`config.mk`:
```
export PLATFORM = sky130hd
export DESIGN_NAME = serial_frame_rx
export DESIGN_NICKNAME = d
export VERILOG_FILES = /design/src/rtl/serial_frame_rx.sv
export SDC_FILE = /design/constraint.sdc
export NUM_CORES = 1
export LEC_CHECK = 0
export CAP_MARGIN = 20
export CORE_UTILIZATION = 47
export DETAILED_ROUTE_END_ITERATION = 10
export PLACE_DENSITY = 0.73
export SLEW_MARGIN = 0
export SYNTH_ARGS = -nofsm -noshare
export SYNTH_HDL_FRONTEND = slang
export SYNTH_SLANG_ARGS = --single-unit
```
`constraint.sdc`:
```
create_clock -name clk -period 1.4 [get_ports clk]
set_input_delay 0.14 -clock clk [delete_from_list [all_inputs] [get_ports clk]]
set_output_delay 0.14 -clock clk [all_outputs]
set_load 0.02 [all_outputs]
```
`src/rtl/serial_frame_rx.sv`:
```
// Serial frame receiver: recovers start/data/parity/stop framed words from a
// one-bit line and presents them through a one-entry valid/ready buffer.
module serial_frame_rx #(
  parameter int DATA_W    = 8,
  parameter bit PARITY_EN = 1'b1
) (
  input  logic              clk,
  input  logic              rst,
  input  logic              idata,
  output logic [DATA_W-1:0] odata,
  output logic              ovalid,
  input  logic              oready,
  output logic              perr,
  output logic              ferr,
  output logic              ovrn
);

  localparam int CNT_W = (DATA_W > 1) ? $clog2(DATA_W) : 1;
  localparam logic [CNT_W-1:0] CNT_LAST = CNT_W'(DATA_W - 1);
  localparam logic [CNT_W-1:0] CNT_ONE  = CNT_W'(1);

  localparam logic [1:0] IDLE   = 2'd0;
  localparam logic [1:0] DATA   = 2'd1;
  localparam logic [1:0] PARITY = 2'd2;
  localparam logic [1:0] STOP   = 2'd3;

  logic [1:0]        state_r;
  logic [CNT_W-1:0]  cnt_r;
  logic [DATA_W-1:0] shift_r;
  logic              par_bad_r;
  logic              load_s;

  // Even parity: a mismatch means the data bits plus the parity bit hold an odd count of ones.
  function automatic logic parity_mismatch(input logic [DATA_W-1:0] word, input logic pbit);
    return (^word) ^ pbit;
  endfunction

  // The buffer can take a new word when it is empty or being drained on this same edge.
  assign load_s = (!ovalid) || oready;

  // Frame FSM, shift register and output holding buffer.
  always_ff @(posedge clk) begin
    if (rst) begin
      state_r   <= IDLE;
      cnt_r     <= {CNT_W{1'b0}};
      shift_r   <= {DATA_W{1'b0}};
      par_bad_r <= 1'b0;
      odata     <= {DATA_W{1'b0}};
      ovalid    <= 1'b0;
      perr      <= 1'b0;
      ferr      <= 1'b0;
      ovrn      <= 1'b0;
    end else begin
      ovrn <= 1'b0;
      if (ovalid && oready) begin
        ovalid <= 1'b0;
      end
      case (state_r)
        IDLE: begin
          if (idata) begin
            state_r <= DATA;
            cnt_r   <= {CNT_W{1'b0}};
          end
        end
        DATA: begin
          shift_r[cnt_r] <= idata;
          cnt_r          <= cnt_r + CNT_ONE;
          if (cnt_r == CNT_LAST) begin
            state_r <= PARITY_EN ? PARITY : STOP;
          end
        end
        PARITY: begin
          par_bad_r <= parity_mismatch(shift_r, idata);
          state_r   <= STOP;
        end
        STOP: begin
          // A high stop bit is flagged, never reinterpreted as a start bit.
          state_r <= IDLE;
          if (load_s) begin
            odata  <= shift_r;
            perr   <= par_bad_r;
            ferr   <= idata;
            ovalid <= 1'b1;
          end else begin
            ovrn <= 1'b1;
          end
        end
        default: begin
          state_r <= IDLE;
        end
      endcase
    end
  end

endmodule
```
==> results.yml, run 1 <==
critical_path:
  path_class: "flip-flop to flip-flop"
  slowest_delay_ps: 450
  path_cells: "xor2_1, xnor3_1, nand3b_1, o221ai_1"
  critical_path_required_ps: 1630
  worstPathArrival_ps: 1590
  crit_slowest_cell: "xnor3_1"
  end_kind: "flip-flop"
  critPathMaxFanout: 3
  critPathLaunchType: "flip-flop"
clocking:
  clkSinkCount: 26
  cts_hold_repair.buffers: 0
  clk_pin_slew_worst_paths_ps: 160
  cts_buffers: 3
  cts_tree: "done"
  clk_latency_ps: 330
  cts-root-buf: "clkbuf_4"
  clock_path_buffers: 2
  htree_levels: 1
power_and_ir_drop:
  pwr-share-clk: 0.253
  p_sw_mw: 0.6620
  vdd.ir_drop.worst_uv: 921.2
  power.density_nw_per_um2: 1380
  finalPower_mw: 2.089
  seqPwrFrac: 0.415
  p_leak_nw: 0.6710
  p_int_mw: 1.427
  p_comb_frac: 0.332
  swShare: 0.3168
floorplanning:
  die_h_um: 52.21
  die_width_um: 52.21
  io_pins: 16
  rows: 17
  die_area_um2: 2726
  start_util: 0.5158
  coreArea_um2: 2297
timing:
  finalCritPeriodShare: 0.9715
  finClkSkew_ps: 16.06
  fmax_mhz: 735.3
  slew_headroom: 0.7922
  finalSetupViolCount: 0
  tightest_slew_ps: 310.9
  setup_ws_ps: 39.92
  fin_setup_tns_ps: 0
  slew_viol_final: 0
  finalHoldViolCount: 0
  whs_ps: 466.6
  period_needed_ps: 1360
placed_design:
  gp_congestion: 0.8047
  pre_cts_slack_ps: -21.25
  postPlaceCellArea_um2: 1426
  portBuffers: 15
  detailed_place_hpwl_um: 1892
  dp_cells: 180
detailed_routing:
  dr.pass1.iters: 4
  drc: 0
  vias_per_cell: 5.454
  drt_wl_total_um: 2701
  routedWlPerCell_um: 14.60
  vias: 1009
  postRouteAntennaNets: 0
  drtIter0Drc: 23
finish:
  fillers: 197
  fin_area_um2: 1514
  drive_gt1_frac: 0.1783
  syn2layout_area_growth_pct: 27.77
  post-route-util: 0.6590
  diodes: 0
  final_cells: 185
  fin_nets: 169
synth:
  ys_seq_area_frac: 0.4393
  ys_ff_latch: 26
  synth_area_um2: 1185
  syn_nets: 145
  syn_avg_cell_area_um2: 8.842
  synthCells: 134
  ys.warnings.count: 0
  synthDistinctLibCells: 24
global_route:
  grt_pass1_vias: 895
  grt_pass1_wl_um: 4098
  grt_overflow: 0
  track_usage: 0.2114
  grt_start_max_net_pins: 16
  antenna_found_initial: 0
outcome:
  status: "complete, no violations"
flow_run:
  maxCapViolCount: 0
hold_path:
  hp-class: "flip-flop to flip-flop"
-- path summary, 6_finish.rpt --
| path | startpoint | to | slack, ps | depth (start not counted) |
|---|---|---|---|---|
| worst min register to register | odata[0] | odata[0] | 470 | 2 |
| worst max register to register | shift_r[2] | par_bad_r | 40 | 4 |
| worst min-delay path | odata[0] | odata[0] | 470 | 2 |
| worst max-delay path | shift_r[2] | par_bad_r | 40 | 4 |
-- power by group through the flow --
stage	combinational [mW]	sequential (mW)	clock [mW]
4_1_cts	0.597	0.862	0.530
2_1_floorplan	0.375	0.884	0
3_3_place_gp	0.554	0.871	0
6_report	0.694	0.868	0.528
3_5_place_dp	0.589	0.876	0
5_1_grt	0.776	0.877	0.555
-- metal layers --
metal  up-vias  GRT usage  wire [µm]
met5         -          0          0
met4         0    0.09211         36
met3         4    0.02609         64
met2        19     0.3697       1460
met1       487     0.2581       1140
li1        499          -          -
-- cells in the final DEF, fill, tap and decap left out --
master / Yosys / routed
nand4_1: 1 / 1
nand2b_4: 0 / 1
mux2i_1: 9 / 9
clkdlybuf4s50_1: 0 / 3
dlygate4sd2_1: 0 / 12
bufinv_16: 0 / 1
dfxtp_1: 26 / 23
ha_2: 0 / 2
nand3_1: 11 / 11
nor2b_2: 0 / 1
o21ai_1: 0 / 1
o221ai_1: 1 / 1
a32oi_1: 2 / 2
inv_1: 2 / 2
dfxtp_4: 0 / 1
ha_1: 7 / 5
nand3b_1: 2 / 2
a21oi_1: 11 / 11
nor3_1: 3 / 2
nor2_1: 17 / 17
buf_4: 0 / 13
nand4b_1: 2 / 2
xnor2_1: 3 / 3
nor2b_1: 3 / 1
nor2b_4: 0 / 1
xnor3_1: 1 / 1
clkbuf_4: 0 / 3
dfxtp_2: 0 / 2
nand2b_1: 4 / 3
xor2_1: 2 / 2
nor3b_2: 0 / 2
nor3b_1: 3 / 1
nand2_1: 14 / 14
nor3_2: 0 / 1
-- cell usage after synthesis --
cell type / count / area share
nand4_1: 1 / 0.0053
nor3_1: 3 / 0.013
nand3_1: 11 / 0.046
dfxtp_1: 26 / 0.44
buf_1: 2 / 0.0063
nand2b_1: 4 / 0.021
o221ai_1: 1 / 0.0074
nor3b_1: 3 / 0.019
xnor2_1: 3 / 0.022
clkbuf_1: 6 / 0.019
xor2_1: 2 / 0.015
nand2_1: 14 / 0.044
nor2_1: 17 / 0.054
nand4b_1: 2 / 0.015
buf_2: 1 / 0.0042
o21ai_0: 1 / 0.0042
mux2i_1: 9 / 0.076
nand3b_1: 2 / 0.013
inv_1: 2 / 0.0063
a32oi_1: 2 / 0.015
xnor3_1: 1 / 0.019
ha_1: 7 / 0.074
nor2b_1: 3 / 0.016
a21oi_1: 11 / 0.046
-- sequential cells by signal, indices dropped and copies added (netlist names) --
name and cells:
shift_r 8, perr 1, ferr 1, par_bad_r 1
state_r 2, ovalid 1, cnt_r 3, ovrn 1
odata 8
-- logic make-up (layout without fill, tap and decap cells) --
group	after synthesis	count (layout)	share of synthesized area
AND/OR/NAND/NOR	60	60	0.2460
flip-flops	26	26	0.4393
buffers and inverters	11	34	0.03590
multiplexers	9	9	0.07603
AO/OA/AOI/OAI	15	15	0.07286
adder cells (fa/ha/maj)	7	7	0.07391
XOR/XNOR	6	6	0.05597
-- layout make-up --
cell class / instances / area [µm²] / area share
Clock buffer: 3 / 22.52 / 0.01488
Clock inverter: 1 / 30.03 / 0.01983
Inverter: 2 / 7.507 / 0.004959
Multi-Input combinational cell: 97 / 659.4 / 0.4355
Sequential cell: 26 / 526.8 / 0.3479
Tap cell: 28 / 35.03 / 0.02314
Timing Repair Buffer: 28 / 232.7 / 0.1537
-- worst max-delay path, delay by kind of cell, from the launching register on --
| kind | cells | cell delay [ps] |
|---|---|---|
| compound gates | 1 | 110 |
| xor+xnor | 2 | 620 |
| flops | 1 | 410 |
| simple gates | 1 | 130 |
-- timing repair --
item                       4_1_cts  5_1_grt
setup endpoints to repair       14       10
buffers inserted                 0        1
pin swaps                        0        1
gates resized for setup         14       11
Power figures use the tool's default switching activity.
==> run 2: changes to the inputs <==
CTS_CLUSTER_DIAMETER = 60   (was unset)
==> results of run 2 <==
No change in the layout: final DEF, timing and power equal those of run 1.
